`src/rtl/gfx256_pkg.sv`:
```
// gfx256_pkg
//   Shared types and helpers for the gfx256 fragment stage.
//   - fragment_state_e   : fragment FSM encoding
//   - COLORKEY_W         : width of the expanded texel / colour key compare
//   - rgb565_to_argb8888 : opaque ARGB8888 expansion of an RGB565 texel
package gfx256_pkg;

    localparam int COLORKEY_W = 32;

    typedef enum logic [2:0] {
        IDLE    = 3'd0,
        ADDR    = 3'd1,
        TEX_REQ = 3'd2,
        WRITE   = 3'd3,
        ACK     = 3'd4
    } fragment_state_e;

    // Channel MSBs are replicated into the low bits so that full-scale 565
    // maps to full-scale 8888 (0x1F -> 0xFF, 0x3F -> 0xFF).
    function automatic logic [COLORKEY_W-1:0] rgb565_to_argb8888(input logic [15:0] p);
        return {8'hFF, p[15:11], p[15:13], p[10:5], p[10:9], p[4:0], p[4:2]};
    endfunction

endpackage

```
`src/rtl/gfx256_fragment_if.sv`:
```
// gfx256_fragment_if
//   Texture read bus between the fragment stage and the shared wishbone
//   line reader.
//   texture_addr    : 32-byte aligned line address       (master -> slave)
//   texture_sel     : byte lanes of the texel in the line (master -> slave)
//   texture_request : read request, held until ack        (master -> slave)
//   texture_ack     : read data valid                     (slave -> master)
//   texture_data    : returned MDW-bit line               (slave -> master)
//   wbm_busy        : reader busy, no new request         (slave -> master)
interface gfx256_fragment_if #(
    parameter int MDW = 256
);
    logic [31:0]    texture_addr;
    logic [31:0]    texture_sel;
    logic           texture_request;
    logic           texture_ack;
    logic [MDW-1:0] texture_data;
    logic           wbm_busy;

    modport master (
        output texture_addr, texture_sel, texture_request,
        input  texture_ack, texture_data, wbm_busy
    );

    modport slave (
        input  texture_addr, texture_sel, texture_request,
        output texture_ack, texture_data, wbm_busy
    );
endinterface

```
`src/rtl/gfx256_texel_unpack.sv`:
```
// gfx256_texel_unpack
//   Combinational extraction of one texel from a returned memory line.
//   line_i      : MDW-bit line from the reader
//   byte_off_i  : byte offset of the texel within the line
//   tex_32bpp_i : 1 = ARGB8888 (32-bit lane), 0 = RGB565 (16-bit lane)
//   texel_o     : texel expanded to ARGB8888
module gfx256_texel_unpack
    import gfx256_pkg::*;
#(
    parameter int MDW = 256
) (
    input  logic [MDW-1:0]        line_i,
    input  logic [4:0]            byte_off_i,
    input  logic                  tex_32bpp_i,
    output logic [COLORKEY_W-1:0] texel_o
);

    logic [31:0] lane32;
    logic [15:0] lane16;
    // Byte 0 never selects a lane: texels are 2- or 4-byte aligned in the line.
    logic        unused_byte0;

    assign unused_byte0 = byte_off_i[0];

    always_comb begin
        lane32  = line_i[{byte_off_i[4:2], 5'b0} +: 32];
        lane16  = line_i[{byte_off_i[4:1], 4'b0} +: 16];
        texel_o = tex_32bpp_i ? lane32 : rgb565_to_argb8888(lane16);
    end

endmodule

```
`src/rtl/gfx256_fragment.sv`:
```
// gfx256_fragment
//   Fragment stage behind clip/z-test. Takes one pixel at a time, optionally
//   replaces its colour with a texel of texture 0, applies the colour-key
//   discard and forwards the pixel to the blender.
//   clk_i, rst_ni                    : clock, async active-low reset
//   texture_enable_i, tex_32bpp_i    : texturing on / texel format
//   colorkey_enable_i, colorkey_i    : colour-key discard
//   tex0_base_i, tex0_size_{x,y}_i   : texture placement and dimensions
//   pixel_{x,y,z}_i, u_i, v_i, a_i,
//   color_i, write_i, ack_o          : pixel from clip (write/ack handshake)
//   tex                              : texture read bus (master side)
//   pixel_{x,y,z}_o, color_o, a_o,
//   write_o, ack_i                   : pixel to blender (write/ack handshake)
//
//   state   | meaning
//   --------+-----------------------------------------------------------
//   IDLE    | waiting for write_i; captures pixel into holding regs
//   ADDR    | clamps u/v, computes line address and byte lanes
//   TEX_REQ | issues read when reader not busy, waits for texture_ack
//   WRITE   | write_o high until blender ack_i
//   ACK     | one-cycle ack_o to clip (pixel written or discarded)
module gfx256_fragment
    import gfx256_pkg::*;
#(
    parameter int point_width = 16,
    parameter int MDW         = 256
) (
    input  logic                   clk_i,
    input  logic                   rst_ni,

    input  logic                   texture_enable_i,
    input  logic                   tex_32bpp_i,
    input  logic                   colorkey_enable_i,
    input  logic [COLORKEY_W-1:0]  colorkey_i,
    input  logic [31:0]            tex0_base_i,
    input  logic [point_width-1:0] tex0_size_x_i,
    input  logic [point_width-1:0] tex0_size_y_i,

    input  logic [point_width-1:0] pixel_x_i,
    input  logic [point_width-1:0] pixel_y_i,
    input  logic [point_width-1:0] pixel_z_i,
    input  logic [point_width-1:0] u_i,
    input  logic [point_width-1:0] v_i,
    input  logic [7:0]             a_i,
    input  logic [31:0]            color_i,
    input  logic                   write_i,
    output logic                   ack_o,

    gfx256_fragment_if.master      tex,

    output logic [point_width-1:0] pixel_x_o,
    output logic [point_width-1:0] pixel_y_o,
    output logic [point_width-1:0] pixel_z_o,
    output logic [31:0]            color_o,
    output logic [7:0]             a_o,
    output logic                   write_o,
    input  logic                   ack_i
);

    fragment_state_e        state_q, state_d;

    logic [point_width-1:0] px_q, px_d;
    logic [point_width-1:0] py_q, py_d;
    logic [point_width-1:0] pz_q, pz_d;
    logic [point_width-1:0] u_q, u_d;
    logic [point_width-1:0] v_q, v_d;
    logic [31:0]            color_q, color_d;
    logic [7:0]             a_q, a_d;
    logic                   write_q, write_d;
    logic                   ack_q, ack_d;
    logic [31:0]            addr_q, addr_d;
    logic [31:0]            sel_q, sel_d;
    logic                   req_q, req_d;
    logic                   b32_q, b32_d;
    logic                   ck_en_q, ck_en_d;
    logic [COLORKEY_W-1:0]  ck_q, ck_d;
    logic [4:0]             byte_lo_q, byte_lo_d;

    logic [point_width-1:0] sx_eff, sy_eff;
    logic [point_width-1:0] sx_max, sy_max;
    logic [point_width-1:0] uc, vc;
    logic [31:0]            off_texels;
    logic [31:0]            off_bytes;
    logic [31:0]            tex_byte_addr;
    logic [COLORKEY_W-1:0]  texel;

    gfx256_texel_unpack #(
        .MDW (MDW)
    ) u_unpack (
        .line_i      (tex.texture_data),
        .byte_off_i  (byte_lo_q),
        .tex_32bpp_i (b32_q),
        .texel_o     (texel)
    );

    // Texel address math; only consumed in ADDR, so the config inputs feed
    // the pixel only during that one cycle.
    always_comb begin
        sx_eff        = (tex0_size_x_i == '0) ? point_width'(1) : tex0_size_x_i;
        sy_eff        = (tex0_size_y_i == '0) ? point_width'(1) : tex0_size_y_i;
        sx_max        = sx_eff - point_width'(1);
        sy_max        = sy_eff - point_width'(1);
        uc            = (u_q > sx_max) ? sx_max : u_q;
        vc            = (v_q > sy_max) ? sy_max : v_q;
        off_texels    = 32'(vc) * 32'(sx_eff) + 32'(uc);
        off_bytes     = tex_32bpp_i ? (off_texels << 2) : (off_texels << 1);
        tex_byte_addr = tex0_base_i + off_bytes;
    end

    always_comb begin
        state_d   = state_q;
        px_d      = px_q;
        py_d      = py_q;
        pz_d      = pz_q;
        u_d       = u_q;
        v_d       = v_q;
        color_d   = color_q;
        a_d       = a_q;
        write_d   = write_q;
        ack_d     = 1'b0;
        addr_d    = addr_q;
        sel_d     = sel_q;
        req_d     = req_q;
        b32_d     = b32_q;
        ck_en_d   = ck_en_q;
        ck_d      = ck_q;
        byte_lo_d = byte_lo_q;

        unique case (state_q)
            IDLE: begin
                if (write_i) begin
                    px_d    = pixel_x_i;
                    py_d    = pixel_y_i;
                    pz_d    = pixel_z_i;
                    u_d     = u_i;
                    v_d     = v_i;
                    color_d = color_i;
                    a_d     = a_i;
                    if (texture_enable_i) begin
                        state_d = ADDR;
                    end else begin
                        write_d = 1'b1;
                        state_d = WRITE;
                    end
                end
            end

            ADDR: begin
                b32_d     = tex_32bpp_i;
                ck_en_d   = colorkey_enable_i;
                ck_d      = colorkey_i;
                addr_d    = {tex_byte_addr[31:5], 5'b0};
                sel_d     = (tex_32bpp_i ? 32'hF : 32'h3) << tex_byte_addr[4:0];
                byte_lo_d = tex_byte_addr[4:0];
                state_d   = TEX_REQ;
            end

            TEX_REQ: begin
                // An ack is only meaningful once our request is on the bus.
                if (!req_q) begin
                    if (!tex.wbm_busy) begin
                        req_d = 1'b1;
                    end
                end else if (tex.texture_ack) begin
                    req_d = 1'b0;
                    if (ck_en_q && (texel == ck_q)) begin
                        ack_d   = 1'b1;
                        state_d = ACK;
                    end else begin
                        color_d = texel;
                        // a_in * A / 255 approximated as a_in * (A + 1) >> 8
                        a_d     = 8'((16'(a_q) * (16'(texel[31:24]) + 16'd1)) >> 8);
                        write_d = 1'b1;
                        state_d = WRITE;
                    end
                end
            end

            WRITE: begin
                if (ack_i) begin
                    write_d = 1'b0;
                    ack_d   = 1'b1;
                    state_d = ACK;
                end
            end

            ACK: begin
                state_d = IDLE;
            end

            default: begin
                state_d = IDLE;
            end
        endcase
    end

    always_ff @(posedge clk_i or negedge rst_ni) begin
        if (!rst_ni) begin
            state_q   <= IDLE;
            px_q      <= '0;
            py_q      <= '0;
            pz_q      <= '0;
            u_q       <= '0;
            v_q       <= '0;
            color_q   <= '0;
            a_q       <= '0;
            write_q   <= 1'b0;
            ack_q     <= 1'b0;
            addr_q    <= '0;
            sel_q     <= '0;
            req_q     <= 1'b0;
            b32_q     <= 1'b0;
            ck_en_q   <= 1'b0;
            ck_q      <= '0;
            byte_lo_q <= '0;
        end else begin
            state_q   <= state_d;
            px_q      <= px_d;
            py_q      <= py_d;
            pz_q      <= pz_d;
            u_q       <= u_d;
            v_q       <= v_d;
            color_q   <= color_d;
            a_q       <= a_d;
            write_q   <= write_d;
            ack_q     <= ack_d;
            addr_q    <= addr_d;
            sel_q     <= sel_d;
            req_q     <= req_d;
            b32_q     <= b32_d;
            ck_en_q   <= ck_en_d;
            ck_q      <= ck_d;
            byte_lo_q <= byte_lo_d;
        end
    end

    assign pixel_x_o           = px_q;
    assign pixel_y_o           = py_q;
    assign pixel_z_o           = pz_q;
    assign color_o             = color_q;
    assign a_o                 = a_q;
    assign write_o             = write_q;
    assign ack_o               = ack_q;
    assign tex.texture_addr    = addr_q;
    assign tex.texture_sel     = sel_q;
    assign tex.texture_request = req_q;

endmodule

```
`src/flat_wrapper.sv`:
```
// flat-port wrapper written by rule: the top's interface ports become plain ports
module gfx256_fragment_flat import gfx256_pkg::*;
#(
    parameter int point_width = 16,
    parameter int MDW         = 256
)
  (clk_i, rst_ni, texture_enable_i, tex_32bpp_i, colorkey_enable_i, colorkey_i, tex0_base_i, tex0_size_x_i, tex0_size_y_i, pixel_x_i, pixel_y_i, pixel_z_i, u_i, v_i, a_i, color_i, write_i, ack_o, pixel_x_o, pixel_y_o, pixel_z_o, color_o, a_o, write_o, ack_i, tex_texture_addr, tex_texture_sel, tex_texture_request, tex_texture_ack, tex_texture_data, tex_wbm_busy);
  gfx256_fragment_if #(.MDW(MDW)) tex_i ();
  input  logic clk_i;
  input  logic rst_ni;
  input  logic texture_enable_i;
  input  logic tex_32bpp_i;
  input  logic colorkey_enable_i;
  input  logic [COLORKEY_W-1:0] colorkey_i;
  input  logic [31:0] tex0_base_i;
  input  logic [point_width-1:0] tex0_size_x_i;
  input  logic [point_width-1:0] tex0_size_y_i;
  input  logic [point_width-1:0] pixel_x_i;
  input  logic [point_width-1:0] pixel_y_i;
  input  logic [point_width-1:0] pixel_z_i;
  input  logic [point_width-1:0] u_i;
  input  logic [point_width-1:0] v_i;
  input  logic [7:0] a_i;
  input  logic [31:0] color_i;
  input  logic write_i;
  output logic ack_o;
  output logic [point_width-1:0] pixel_x_o;
  output logic [point_width-1:0] pixel_y_o;
  output logic [point_width-1:0] pixel_z_o;
  output logic [31:0] color_o;
  output logic [7:0] a_o;
  output logic write_o;
  input  logic ack_i;
  output wire logic [$bits(tex_i.texture_addr)-1:0] tex_texture_addr;
  output wire logic [$bits(tex_i.texture_sel)-1:0] tex_texture_sel;
  output wire logic [$bits(tex_i.texture_request)-1:0] tex_texture_request;
  input wire logic [$bits(tex_i.texture_ack)-1:0] tex_texture_ack;
  input wire logic [$bits(tex_i.texture_data)-1:0] tex_texture_data;
  input wire logic [$bits(tex_i.wbm_busy)-1:0] tex_wbm_busy;
  assign tex_texture_addr = tex_i.texture_addr;
  assign tex_texture_sel = tex_i.texture_sel;
  assign tex_texture_request = tex_i.texture_request;
  assign tex_i.texture_ack = tex_texture_ack;
  assign tex_i.texture_data = tex_texture_data;
  assign tex_i.wbm_busy = tex_wbm_busy;
  gfx256_fragment #(.point_width(point_width), .MDW(MDW)) u_core (.clk_i(clk_i), .rst_ni(rst_ni), .texture_enable_i(texture_enable_i), .tex_32bpp_i(tex_32bpp_i), .colorkey_enable_i(colorkey_enable_i), .colorkey_i(colorkey_i), .tex0_base_i(tex0_base_i), .tex0_size_x_i(tex0_size_x_i), .tex0_size_y_i(tex0_size_y_i), .pixel_x_i(pixel_x_i), .pixel_y_i(pixel_y_i), .pixel_z_i(pixel_z_i), .u_i(u_i), .v_i(v_i), .a_i(a_i), .color_i(color_i), .write_i(write_i), .ack_o(ack_o), .tex(tex_i), .pixel_x_o(pixel_x_o), .pixel_y_o(pixel_y_o), .pixel_z_o(pixel_z_o), .color_o(color_o), .a_o(a_o), .write_o(write_o), .ack_i(ack_i));
endmodule
```
`config.mk`:
```
export PLATFORM = sky130hd
export DESIGN_NAME = gfx256_fragment_flat
export DESIGN_NICKNAME = d
export VERILOG_FILES = /design/src/rtl/gfx256_pkg.sv /design/src/rtl/gfx256_fragment_if.sv /design/src/rtl/gfx256_texel_unpack.sv /design/src/rtl/gfx256_fragment.sv /design/src/flat_wrapper.sv
export SDC_FILE = /design/constraint.sdc
export NUM_CORES = 2
export LEC_CHECK = 0
export CORE_ASPECT_RATIO = 2
export CORE_MARGIN = 3
export CORE_UTILIZATION = 44
export DETAILED_ROUTE_END_ITERATION = 6
export PLACE_DENSITY = 0.71
export SETUP_SLACK_MARGIN = 0.02
export SYNTH_ARGS = -nofsm -noshare
export SYNTH_HDL_FRONTEND = slang
export SYNTH_HIERARCHICAL = 1
export SYNTH_SLANG_ARGS = --single-unit
```
`constraint.sdc`:
```
create_clock -name clk_i -period 12.7 [get_ports clk_i]
set_input_delay 3.81 -clock clk_i [delete_from_list [all_inputs] [get_ports clk_i]]
set_output_delay 3.81 -clock clk_i [all_outputs]
set_load 0.03 [all_outputs]
```
# Yosys cells after proc, flatten, opt, wreduce, memory -nomap -nowiden
# Index checks and enable logic that the tools add are counted.
[totals] elab_cells=88 input_bits=481 regBits=224 output_inout_bits=155
[classes] reduce_logical=10 eq_ne=10 n_addsub=5 shifts=3 magnitude_cmp=2 n_mul=2 mux=39
[op_table] operator="$shiftx 256x9->16" count=1
[op_table] operator="$shiftx 256x9->32" count=1
[op_table] operator="$mux 32" count=6
[op_table] operator="$mux 16" count=4
[op_table] operator="$pmux 32 s2" count=1
[op_table] operator="$add 32x32->32" count=1
[op_table] operator="$eq 32x32->1" count=1
[op_table] operator="$gt 16x16->1" count=2
[op_table] operator="$logic_not 16->1" count=2
[op_table] operator="$mux 8" count=4
[op_table] operator="$shl 32x5->32" count=1
[op_table] operator="$sub 16x1->16 const B" count=2
[op_table] operator="$add 31x16->31" count=1
[op_table] operator="$mul 16x16->31" count=1
[op_table] operator="$mul 8x16->16" count=1
[op_table] operator="$pmux 8 s2" count=1
[op_table] operator="$mux 3" count=5
[op_table] operator="$mux 1" count=13
[op_table] operator="$pmux 3 s4" count=1
[op_table] operator="$ne 2x2->1 const B" count=5
[op_table] operator="$add 8x1->9 const B" count=1
[op_table] operator="$reduce_and 7->1" count=1
[op_table] operator="$eq 3x2->1 const B" count=2
[op_table] operator="$reduce_and 5->1" count=1
[op_table] operator="12 further kinds" count=12

# Logic depth before layout (Yosys ltp)
[depth] depth_word=10 mapped_depth=55 ltp_nobuf=53

# By module
# Netlist, hierarchy kept.
[modules_own_cells] mod="gfx256_fragment" instances=1 cells_per_inst=2621 area_per_inst_um2=23689.0
[modules_own_cells] mod="gfx256_texel_unpack" instances=1 cells_per_inst=399 area_per_inst_um2=4185.3

# Worst setup path before layout
# No wires, ideal clock.
[synth_path] path_kind="input port to flip-flop" startpoint="input port tex0_size_y_i[12]" endpoint="register u_core.addr_q[31], in the netlist u_core/tex.texture_addr[31]" arrival_time_ns=14.079 setup_ns=0.082 setup_slack_ns=-1.461 required_time_ns=12.618 n_path_buf=2 cell_stages=52 cell_sequence="nor4_1 > nand2_1 > or4_4 > nor2_1 > nor2_1 > ha_1 > nand2b_1 > nor4_1 > nand3_1 > xor2_1 > ha_1 > and4_1 > nand2_1 > nor3_1 > o21ai_2 > a21oi_1 > buf_2 > nor2_1 > [... 16 more ...] > o21ai_0 > a31oi_1 > o21bai_1 > a21oi_1 > xnor2_1 > nand2_1 > nand2_1 > ha_1 > o21ai_0 > nor2_1 > nor2_1 > o31a_1 > a41oi_2 > a2111o_1 > o211ai_1 > xnor2_1 > nand3_1 > a31oi_1"
[synth_between] elab_chain_cells=9
[synth_lines] element="start: declaration" line_no="flat_wrapper.sv:17" text="input logic [point_width-1:0] tex0_size_y_i;"
[synth_lines] element="$logic_not 16->1" line_no="gfx256_fragment.sv:100" text="sy_eff = (tex0_size_y_i == '0) ? point_width'(1) : tex0_size_y_i;"
[synth_lines] element="$mux 16 *" line_no="gfx256_fragment.sv:100"
[synth_lines] element="$sub 16x1->16 *" line_no="gfx256_fragment.sv:102" text="sy_max = sy_eff - point_width'(1);"
[synth_lines] element="$gt 16x16->1" line_no="gfx256_fragment.sv:104" text="vc = (v_q > sy_max) ? sy_max : v_q;"
[synth_lines] element="$mux 16 *" line_no="gfx256_fragment.sv:104"
[synth_lines] element="$mul 16x16->31 *" line_no="gfx256_fragment.sv:105" text="off_texels = 32'(vc) * 32'(sx_eff) + 32'(uc);"
[synth_lines] element="$add 31x16->31 *" line_no="gfx256_fragment.sv:105"
[synth_lines] element="$mux 32 *" line_no="gfx256_fragment.sv:106" text="off_bytes = tex_32bpp_i ? (off_texels << 2) : (off_texels << 1);"
[synth_lines] element="$add 32x32->32 *" line_no="gfx256_fragment.sv:107" text="tex_byte_addr = tex0_base_i + off_bytes;"
[synth_lines] element="end signal: assignment" line_no="gfx256_fragment.sv:227" text="addr_q <= addr_d;"
[synth_lines] element="end: declaration" line_no="gfx256_fragment.sv:71" text="logic [31:0] addr_q, addr_d;"
# Every way passes the cells marked *; elsewhere a longest branch is shown, timed or not.
# A chain may end at the register's enable or synchronous reset.

# Worst setup path in the final report
[layout_path] startpoint="input port tex0_size_y_i[13]" endpoint="register u_core.addr_q[31], in the netlist u_core/tex.texture_addr[31]"
# The elaborated chain is that of the path after synthesis.

==> impl_results.md <==
* Status: finished, violations left
* Failing checks: negative setup slack
* Slew Limit Fails at 0
* Hold buffer count at cts at 0
* Final setup violating endpoints at 16
* Max clock buf depth at 3
* Post-detail-place hpwl at just over 100000 um
* Largest net degree at the start of global routing at 94
* MaxCap Viol Count at 0
* RD Place Congestion at 1.04
* Clock transition at path regs at 70 ps
* Die Ht at approximately 360 um
* Grt ovf at 0
* All-layer global routing usage at a little under two fifths
* Mean Syn Cell Area at slightly above 9 um2
* Drt wl/cell at between 20 and 30 um
* Startpoint types: primary input
* Worst Path Buf+Inv at 11
* Yosys warns at 6
* Met1 Usage GRT at between 30% and 40%
* Peak Freq at around 74 MHz
* Layout cells sized above 1 at a little over a fifth
* Clock buffers created by TritonCTS at 25
* Crit Path Max Fanout at 8
* Largest stage delay, worst path at approximately 570 ps
* Layout Nets at 4817
* Top Usage Layer GRT: met2
* Via count at ~27000
* ANT nets after route at 0
* Die ar. at about 0.067 mm2
* Final instance area at 0.0395 mm2
* Cell count after synthesis at approximately 3000
* Worst-Skew Late Latency at about 590 ps
* H-tree depth at 1
* Synthesis-to-finish area growth at 41.8%
* Period minus WS final at 13600 ps
* First-pass GRT wire length at about 180000 um
* Initial drt markers at 2109
* Setup crit end kind: flop
* Mapped Area at 0.0278 mm2
* CP required at 13200 ps
* Slew headroom at between 30% and 40%
* Worst endpoint data arrival time at roughly 14000 ps
* Grt met3 use at 8.85%
* Clock skew at ~14 ps
* Placed cell area at around 0.037 mm2
* Port Buffers at 630
* Classification of the worst setup path: in -> reg
* Delay-heaviest family, CP: adder cells
* Worst Setup Slack, final at -898 ps
* RSZ-0062 raised after global routing: true
* CTS sink count at about 220
* Top cell by count, worst path: fa_1
* Worst path slowest cell: fa_1
* HP Class: reg -> reg
* DRC at 0
* Final hold viol count at 0
* CTS root buffer: clkbuf_16
* CTS tree: done
* Initial antenna violation count at 33
* Tightest Pin Transition at between 900 and 1000 ps
* Final period util at 107%
* Die width at ~180 um
* Initial core utilization at between 40% and 50%
* Vias in the first global route at between 20000 and 30000
* Core box area at between 0.06 and 0.07 mm2
* M2 GR Usage at 65.7%
* Num rows at roughly 130
* I/O Pins at ~640
* DR vias/cell at around 5.8
* Drt first pass iters at 5
* Drt total wl at 129000 um
registers in the layout (all words and copies together), names as in the netlist, 3 cells and up:
name                     count
u_core/state_q               3
u_core/v_q                  16
u_core/pixel_y_o            16
u_core/a_o                   8
u_core/tex.texture_sel      32
u_core/color_o              32
u_core/tex.texture_addr     27
u_core/byte_lo_q             4
u_core/pixel_x_o            16
u_core/ck_q                 32
u_core/pixel_z_o            16
u_core/u_q                  16
layout make-up:
cell class / count / area (um2)
fillers: 5264 / 22800
multi-input cells: 2268 / 21300
repair buffers: 1011 / 9340
flip-flops and latches: 223 / 5590
inverters: 356 / 1340
well taps: 786 / 983
clock buffers: 34 / 719
clock inverters: 12 / 179
diodes: 21 / 52.6
per-layer routing:
| layer | wire [um] | up-vias |
|---|---|---|
| met5 | 111 | - |
| met2 | 65100 | 1423 |
| met4 | 11300 | 16 |
| met1 | 41300 | 13561 |
| li1 | - | 11869 |
| met3 | 11000 | 467 |
through the flow:
stage / instances / setup TNS (ps) / util [%] / hold slack [ps] / worst slack (ps)
after floorplan: 3020 / -5360 / - / 439 / -730
after global placement: 4568 / -25770 / 59.5 / 457 / -1730
after detailed placement: 4568 / -29580 / 59.5 / 461 / -1910
after CTS: 4668 / -6440 / 62.4 / 479 / -716
after global routing: 4706 / -14740 / 63.3 / 506 / -1250
final: 4711 / -8680 / 63.4 / 483 / -898
worst min-delay path, cell delays in order, from the launching register on:
cell and delay, ps:
dfrtp_1 350, nand2_1 50, nand2_1 60
timing repair:
action                     in CTS  in global routing
resized for setup             187                 93
pin swaps                     117                 85
setup buffers                  55                 25
cloned                          1                  0
setup endpoints to repair      21                 22
cells in the final DEF, fill, tap and decap left out, drive strengths merged, types with 7 or more instances in the layout:
master	count
ha	201
a22o	21
nor2b	22
nand4	8
mux2i	170
nor3	38
fa	250
mux2	90
o21bai	7
o211ai	7
nor2	109
a221oi	7
o21a	12
o31ai	7
xor2	75
o22ai	14
nand2	484
a21oi	95
or2	7
inv	358
buf	393
and3	7
dfrtp	223
a21o	31
clkbuf	34
nand2b	20
xnor2	50
a31oi	15
diode	21
o21ai	140
a22oi	29
mux4	73
a211oi	35
nor4	15
nand3	30
and2	134
clkdlybuf4s50	612
worst paths after layout:
path | from | to | slack, ps | depth (start not counted)
min in group asynchronous | rst_ni | u_core/tex.texture_sel[21] | 3220 | 1
max reg2reg | u_core/v_q[5] | u_core/tex.texture_addr[31] | 3370 | 40
max in group asynchronous | rst_ni | u_core/byte_lo_q[2] | 7810 | 2
min | u_core/ck_en_q | u_core/ck_en_q | 480 | 2
max | tex0_size_y_i[13] | u_core/tex.texture_addr[31] | -900 | 50
min reg2reg | u_core/ck_en_q | u_core/ck_en_q | 480 | 2
Power is left out: the tool's default activity adds up to more than one toggle a clock period on the data nets, which glitch-free logic cannot reach.
